--- src/rtl/fabric_cfg_loader.sv ---
// Streams config words LSB-first into the CLB scan chain, then the interconnect scan chain.
// Define CFG_CRC_EN to add a CRC-8 check of the shifted stream against a trailing CRC word.
module fabric_cfg_loader #(
    parameter int COLS      = 8,
    parameter int ROWS      = 8,
    parameter int CLB_BITS  = 32,
    parameter int CONN_BITS = 64,
    parameter int WORD_W    = 32
) (
    input  logic              clk,
    input  logic              rst,
    input  logic              start,
    input  logic [WORD_W-1:0] cfg_data,
    input  logic              cfg_valid,
    output logic              cfg_ready,
    output logic              busy,
    output logic              done,
    output logic              err,
    output logic              scan_clk,
    output logic              clb_scan_in,
    output logic              clb_scan_en,
    output logic              conn_scan_in,
    output logic              conn_scan_en
);

    localparam int CLB_LEN   = COLS * ROWS * CLB_BITS;
    localparam int CONN_LEN  = COLS * ROWS * CONN_BITS;
    localparam int NW_CLB    = (CLB_LEN + WORD_W - 1) / WORD_W;
    localparam int NW_CONN   = (CONN_LEN + WORD_W - 1) / WORD_W;
    localparam int CLB_LAST  = CLB_LEN - (NW_CLB - 1) * WORD_W;
    localparam int CONN_LAST = CONN_LEN - (NW_CONN - 1) * WORD_W;
    localparam int NW_MAX    = (NW_CLB > NW_CONN) ? NW_CLB : NW_CONN;
    localparam int BIT_W     = $clog2(WORD_W + 1);
    localparam int WCNT_W    = $clog2(NW_MAX + 1);

    localparam logic [BIT_W-1:0]  CLB_LAST_BIT   = BIT_W'(CLB_LAST - 1);
    localparam logic [BIT_W-1:0]  CONN_LAST_BIT  = BIT_W'(CONN_LAST - 1);
    localparam logic [BIT_W-1:0]  FULL_LAST_BIT  = BIT_W'(WORD_W - 1);
    localparam logic [WCNT_W-1:0] CLB_LAST_WORD  = WCNT_W'(NW_CLB - 1);
    localparam logic [WCNT_W-1:0] CONN_LAST_WORD = WCNT_W'(NW_CONN - 1);

    typedef enum logic [2:0] {
        IDLE,
        CLB_WAIT,
        CLB_SHIFT,
        CONN_WAIT,
        CONN_SHIFT,
`ifdef CFG_CRC_EN
        CRC_WAIT,
`endif
        FINISH
    } state_t;

`ifdef CFG_CRC_EN
    localparam state_t AFTER_CONN = CRC_WAIT;
`else
    localparam state_t AFTER_CONN = FINISH;
`endif

    state_t              state_q, state_d;
    logic [WORD_W-1:0]   word_q, word_d;
    logic [BIT_W-1:0]    bit_q, bit_d;
    logic [WCNT_W-1:0]   wcnt_q, wcnt_d;
    logic                phase_q, phase_d;

    logic                in_clb;
    logic                in_conn;
    logic                in_shift;
    logic                word_last;
    logic [BIT_W-1:0]    bit_limit;
    logic                word_end;

    // Chain decode; the word/bit limits select the short tail word of each chain.
    always_comb begin
        in_clb    = (state_q == CLB_WAIT) || (state_q == CLB_SHIFT);
        in_conn   = (state_q == CONN_WAIT) || (state_q == CONN_SHIFT);
        in_shift  = (state_q == CLB_SHIFT) || (state_q == CONN_SHIFT);
        word_last = in_clb ? (wcnt_q == CLB_LAST_WORD) : (wcnt_q == CONN_LAST_WORD);
        if (word_last) begin
            bit_limit = in_clb ? CLB_LAST_BIT : CONN_LAST_BIT;
        end else begin
            bit_limit = FULL_LAST_BIT;
        end
        word_end = in_shift && phase_q && (bit_q == bit_limit);
    end

    always_comb begin
        cfg_ready    = (state_q == CLB_WAIT) || (state_q == CONN_WAIT);
`ifdef CFG_CRC_EN
        cfg_ready    = cfg_ready || (state_q == CRC_WAIT);
`endif
        busy         = (state_q != IDLE);
        done         = (state_q == FINISH);
        scan_clk     = in_shift && phase_q;
        clb_scan_en  = in_clb;
        conn_scan_en = in_conn;
        clb_scan_in  = (state_q == CLB_SHIFT) && word_q[0];
        conn_scan_in = (state_q == CONN_SHIFT) && word_q[0];
    end

    always_comb begin
        state_d = state_q;
        word_d  = word_q;
        bit_d   = bit_q;
        wcnt_d  = wcnt_q;
        phase_d = phase_q;
        case (state_q)
            IDLE: begin
                if (start) begin
                    state_d = CLB_WAIT;
                    wcnt_d  = '0;
                    bit_d   = '0;
                    phase_d = 1'b0;
                end
            end
            CLB_WAIT, CONN_WAIT: begin
                if (cfg_valid) begin
                    word_d  = cfg_data;
                    bit_d   = '0;
                    phase_d = 1'b0;
                    state_d = (state_q == CLB_WAIT) ? CLB_SHIFT : CONN_SHIFT;
                end
            end
            CLB_SHIFT, CONN_SHIFT: begin
                phase_d = ~phase_q;
                // Advance to the next bit only after the strobe-high phase.
                if (phase_q) begin
                    word_d = word_q >> 1;
                    if (word_end) begin
                        bit_d = '0;
                        if (!word_last) begin
                            wcnt_d  = wcnt_q + 1'b1;
                            state_d = in_clb ? CLB_WAIT : CONN_WAIT;
                        end else begin
                            wcnt_d  = '0;
                            state_d = in_clb ? CONN_WAIT : AFTER_CONN;
                        end
                    end else begin
                        bit_d = bit_q + 1'b1;
                    end
                end
            end
`ifdef CFG_CRC_EN
            CRC_WAIT: begin
                if (cfg_valid) begin
                    state_d = FINISH;
                end
            end
`endif
            FINISH: begin
                state_d = IDLE;
            end
            default: begin
                state_d = IDLE;
            end
        endcase
    end

    always_ff @(posedge clk) begin
        if (rst) begin
            state_q <= IDLE;
            word_q  <= '0;
            bit_q   <= '0;
            wcnt_q  <= '0;
            phase_q <= 1'b0;
        end else begin
            state_q <= state_d;
            word_q  <= word_d;
            bit_q   <= bit_d;
            wcnt_q  <= wcnt_d;
            phase_q <= phase_d;
        end
    end

`ifdef CFG_CRC_EN
    logic [7:0] crc_q, crc_d;
    logic       err_q, err_d;

    function automatic logic [7:0] crc8_step(input logic [7:0] c, input logic b);
        logic fb;
        fb = c[7] ^ b;
        return {c[6:0], 1'b0} ^ (fb ? 8'h07 : 8'h00);
    endfunction

    // The CRC sees each bit once, on its strobe-high phase, in shift order.
    always_comb begin
        crc_d = crc_q;
        err_d = err_q;
        if ((state_q == IDLE) && start) begin
            crc_d = '0;
            err_d = 1'b0;
        end else if (in_shift && phase_q) begin
            crc_d = crc8_step(crc_q, word_q[0]);
        end else if ((state_q == CRC_WAIT) && cfg_valid) begin
            err_d = err_q | (cfg_data[7:0] != crc_q);
        end
    end

    always_ff @(posedge clk) begin
        if (rst) begin
            crc_q <= '0;
            err_q <= 1'b0;
        end else begin
            crc_q <= crc_d;
            err_q <= err_d;
        end
    end

    assign err = err_q;
`else
    assign err = 1'b0;
`endif

endmodule

--- config.mk ---
export PLATFORM = sky130hd
export DESIGN_NAME = fabric_cfg_loader
export DESIGN_NICKNAME = d
export VERILOG_FILES = /design/src/rtl/fabric_cfg_loader.sv
export SDC_FILE = /design/constraint.sdc
export NUM_CORES = 1
export LEC_CHECK = 0
export CORE_ASPECT_RATIO = 0.5
export CORE_MARGIN = 1
export CORE_UTILIZATION = 45
export DETAILED_ROUTE_END_ITERATION = 8
export PLACE_DENSITY = 0.7
export SYNTH_ARGS = -nofsm -noshare
export SYNTH_HDL_FRONTEND = slang
export SYNTH_SLANG_ARGS = --single-unit
--- constraint.sdc ---
create_clock -name clk -period 3.79 [get_ports clk]
set_input_delay 0.758 -clock clk [delete_from_list [all_inputs] [get_ports clk]]
set_output_delay 0.758 -clock clk [all_outputs]
set_load 0.02 [all_outputs]
======== Word level (Yosys, flattened, before mapping) ========
Index checks and enable logic that the tools add are counted.
W data, S select, Z words.
operators by class
  reduce and logical (&&, ||, !) cells .... 20
  add/subtract/negate cells ............... 2
  mux-type cells .......................... 26
  bitwise logic cells ..................... 1
  eq/ne operators ......................... 12
operator list
  cell                   count
  $mux W32               2
  $pmux W32 S2           1
  $mux W8                4
  $mux W6                4
  $mux W3                7
  $pmux W6 S3            1
  $pmux W8 S2            1
  $reduce_and A4 Y1      3
  $pmux W3 S3            1
  $add A8 B1 Y8 const B  1
  $eq A8 B6 Y1 const B   1
  $eq A8 B7 Y1 const B   1
  $ne A2 B2 Y1 const B   4
  $add A6 B1 Y6 const B  1
  $eq A3 B2 Y1 const B   2
  $eq A3 B3 Y1 const B   2
  $eq A6 B5 Y1 const B   1
  $reduce_and A3 Y1      2
  $reduce_bool A3 Y1     2
  $logic_and A1 B1 Y1    4
  $logic_or A1 B1 Y1     4
  $reduce_bool A2 Y1     2
  $reduce_or A2 Y1       2
  $eq A3 B1 Y1 const B   1
  other kinds (5)        7
storage, ports and cells
  word-level logic and storage cells ...... 66
  register bits ........................... 50

======== Logic depth before layout (Yosys ltp) ========
  depth in word-level cells ............... 7
  depth in mapped cells ................... 8

======== Least setup slack after synthesis ========
Ideal clock, no wire load.
  path kind ............................... reg-to-reg
  from .................................... register wcnt_q[0]
  to ...................................... register state_q[1]
  data arrival time ....................... 1.823 ns
  data required time ...................... 3.658 ns
  path slack .............................. 1.835 ns
  period minus slack after synthesis ...... 1.955 ns
  cell stages (with the launch flop) ...... 9
  buffers on the path ..................... 0
  cell sequence ........................... dfxtp_1 ha_1 nand3_1 or4b_1 o21ai_0 ha_1 o211ai_1 a21o_1 a21oi_1
on the way
  word-level cells in the longest chain between the ends .. 6
  elaborated cells between the ends (all ways) .. 7
  those cells by class .................... eq/ne: 2; mux: 5
ends and longest elaborated chain
  what                                          RTL line  source
  start: declaration                            63        logic [WCNT_W-1:0] wcnt_q, wcnt_d;
  start signal: assignment                      170       wcnt_q <= wcnt_d;
  $eq A8 B7 Y1 or $eq A8 B6 Y1 (tied branches)  78        word_last = in_clb ? (wcnt_q == CLB_LAST_WORD) : (wcnt_q == CONN_LAST_WORD);
  $mux W1 (*)                                   78
  $mux W3 (*)                                   131       if (!word_last) begin
  $mux W3 (*)                                   129       if (word_end) begin
  $mux W3 (*)                                   127       if (phase_q) begin
  $pmux W3 S3 (*)                               107       case (state_q)
  end signal: assignment                        167       state_q <= state_d;
  end: declaration                              60        state_t state_q, state_d;
Every way passes the cells marked *; elsewhere a longest branch is shown, timed or not. The select of a mux whose other input is x is not followed.
A chain may end at the register's enable or synchronous reset.

======== Worst setup path in the final report ========
  from .................................... register state_q[2]
  to ...................................... output scan_clk
on the way
  word-level cells in the longest chain between the ends .. 3
  elaborated cells between the ends (all ways) .. 4
  those cells by class .................... eq/ne: 2; reduce/logical: 2
ends and longest elaborated chain
  what                                          RTL line  source
  $eq A3 B2 Y1 or $eq A3 B3 Y1 (tied branches)  77        in_shift = (state_q == CLB_SHIFT) || (state_q == CONN_SHIFT);
  $logic_or A1 B1 Y1 (*)                        77
  $logic_and A1 B1 Y1 (*)                       94        scan_clk = in_shift && phase_q;
  end: declaration                              19        output logic scan_clk,
Every way passes the cells marked *; elsewhere a longest branch is shown, timed or not.

==> impl_metrics.json <==
{
  "run_status": "finished, final reports clean",
  "worstRegToRegCells": 8,
  "synthTopCellsByArea": "dfxtp_1 (40%), nand2_1 (11%), a311oi_1 (11%), nor2_1 (7.0%), a21oi_1 (2.6%)",
  "cts-root-buf": "clkbuf_8",
  "layout.nets": 396,
  "switchingPower_mw": 0.281,
  "drt_iter0_markers": 108,
  "p_leak_nw": 1.08,
  "viasPerCell": 5.47,
  "worst_slack_ps": 941,
  "pin_count": 45,
  "max-vdd-ir-drop_mv": 0.177,
  "slew_headroom_pct": 50.4,
  "antenna_found_initial": 0,
  "clk_latency_ps": 300,
  "syn_nets": 366,
  "synth-async-reset-ratio_pct": 0,
  "fin_setup_tns_ps": 0,
  "max_freq_mhz": 351,
  "numCtsBuffers": 5,
  "power_density_nw_per_um2": 349,
  "n_antenna_cell": 0,
  "antenna_left": 0,
  "wire_per_inst_um": 12.8,
  "vias": 2341,
  "setup_violations": 0,
  "synth_area_sq_um": 2500,
  "fin_crit_ps": 2850,
  "io_buffers": 43,
  "critPathKind": "reg -> out",
  "synth.avg_cell_area_sq_um": 7.66,
  "skew_ps": 5.20,
  "drt_first_pass_iters": 4,
  "pre_cts_ws_ps": 1300,
  "ys_seq_area_share_pct": 40.0,
  "synth_warnings": 0,
  "endpoint_kind": "output pin",
  "synth-main-ff-cell": "dfxtp_1",
  "placed_area_sq_um": 2920,
  "startpoint_type": "register",
  "power.internal_mw": 0.774,
  "gp_congestion": 0.813,
  "cp.arrival_ps": 2090,
  "ys_seq_elements": 50,
  "cp_data_required_time_ps": 3030,
  "dp.final_hpwl_um": 3660,
  "fin_util_pct": 58.8,
  "worst-path-max-fanout": 13,
  "final_cell_area_sq_um": 3020,
  "coreArea_sq_um": 5130,
  "grt_overflow": 0,
  "die_h_um": 54.7,
  "synth_cell_types": 45,
  "grt_pass1_wl_um": 9100,
  "rsz0062_at_grt": "no",
  "grt_pass1_vias": 2016,
  "grt_usage_pct": 19.9,
  "total_power_mw": 1.06,
  "wirelength_um": 5500,
  "clock-sinks": 50,
  "cts-resized-gates": 0,
  "die_w_um": 107,
  "clk_pin_slew_ps": 100,
  "drc_errors": 0,
  "htreeDepth": 2,
  "synth-edff-count": 0,
  "worst_slew_pin_slew_ps": 744,
  "cts_setup_buffers": 0,
  "yosys.area.top_type_share_pct": 40.0,
  "drive_gt1_share_pct": 5.31,
  "dieArea_sq_um": 5880,
  "ctsHoldBuffers": 0,
  "initial_core_util_pct": 48.8,
  "cap_violations": 0,
  "power.share.clock_pct": 31.7,
  "grt_max_degree": 36,
  "p_sw_share_pct": 26.7,
  "cts_max_path_buffers": 2,
  "min_path_cells": 2,
  "area_growth_pct": 20.6,
  "yosys.area.top_type": "dfxtp_1",
  "slew_violations": 0,
  "synth_cells": 327,
  "row_count": 18,
  "hold_path.class": "reg -> reg",
  "pwr-share-comb_pct": 14.6,
  "seqPwrFrac_pct": 53.6,
  "final_hold_viol_count": 0,
  "cts_tree": "built",
  "fin_crit_sh_pct": 75.2
}
power by group through the flow:
stage          Clock, mW  Combinational, mW  Sequential (mW)
3_3_place_gp           0              0.151            0.576
6_report           0.335              0.155            0.566
2_1_floorplan          0              0.102            0.571
3_5_place_dp           0              0.155            0.578
5_1_grt            0.367              0.172            0.569
4_1_cts            0.345              0.156            0.565
worst max-delay path, cell delays in order, from the launching register on:
cell and delay [ps]:
dfxtp_1 560, xor2_1 340, and3_1 270, clkdlybuf4s50_1 620
per-stage QoR:
stage | hold slack, ps | instances
final | 477 | 428
after global routing | 503 | 428
after CTS | 478 | 428
after detailed placement | 465 | 420
after global placement | 460 | 420
after floorplan | 455 | 327
synth_stat cells (2+ instances only):
cell	instances
nand4b_1	3
inv_1	6
and3_1	7
nand2_1	75
a31oi_1	4
ha_1	3
nand3b_1	4
nor3_1	2
dfxtp_1	50
nor2b_1	2
a22oi_1	3
buf_2	5
or3_1	2
o21ai_0	11
clkbuf_1	11
a21oi_1	13
a311oi_1	31
nand2b_1	4
buf_4	8
nor2_1	47
o32ai_1	3
nand3_1	10
registers in the layout (all words and copies together), names as in the netlist:
name / flops
wcnt_q: 8
phase_q: 1
state_q: 3
word_q: 32
bit_q: 6
placed cells by master, fill, tap and decap left out, drive strengths merged, types with 2 or more instances in the layout:
cell type      synthesis  final
inv                    7      8
nand3                 10     10
nor3                   2      2
nand4b                 3      3
nand2b                 4      4
and3                   7      7
buf                   15      7
a22oi                  3      3
o32ai                  3      3
a31oi                  4      4
dfxtp                 50     50
or3                    2      2
nand2                 75     75
nor2b                  2      2
nand3b                 4      4
a21oi                 14     14
nor2                  47     47
ha                     3      3
clkdlybuf4s50          0     42
a311oi                31     31
clkbuf                11      6
o21ai                 11     11
metal layers:
layer | global-route usage [%] | vias up | routed length [um]
met5 | 0 | - | 0
met4 | 4.79 | 0 | 0
met3 | 4.64 | 0 | 200
met2 | 36.6 | 55 | 2570
met1 | 24.2 | 1077 | 2730
li1 | - | 1209 | -
cell type report:
class | count | area [sq um]
fill | 499 | 2120
multi-input combinational | 244 | 1340
sequential | 50 | 1000
timing repair buffer | 49 | 470
tap | 70 | 87.6
clock buffer | 6 | 82.6
inverter | 7 | 26.3
clock inverter | 2 | 16.3
cells by family after synthesis:
logic type                 synth area share (%)
xor gates and xnor gates                  0.700
DFF                                        40.0
adders and majority gates                  1.50
AOI/OAI and AO/OA                          21.5
muxes                                     0.400
buffers and inverters                      6.70
other                                     0.150
and+or+nand+nor                            29.0
path summary, 6_finish.rpt:
kind	from	slack (ps)	endpoint
setup / recovery	state_q[2]	940	scan_clk
hold / removal	word_q[21]	480	word_q[20]
setup reg to reg	wcnt_q[0]	1590	state_q[1]
hold reg to reg	word_q[21]	480	word_q[20]
No activity file was read; power rests on OpenSTA's default activity.
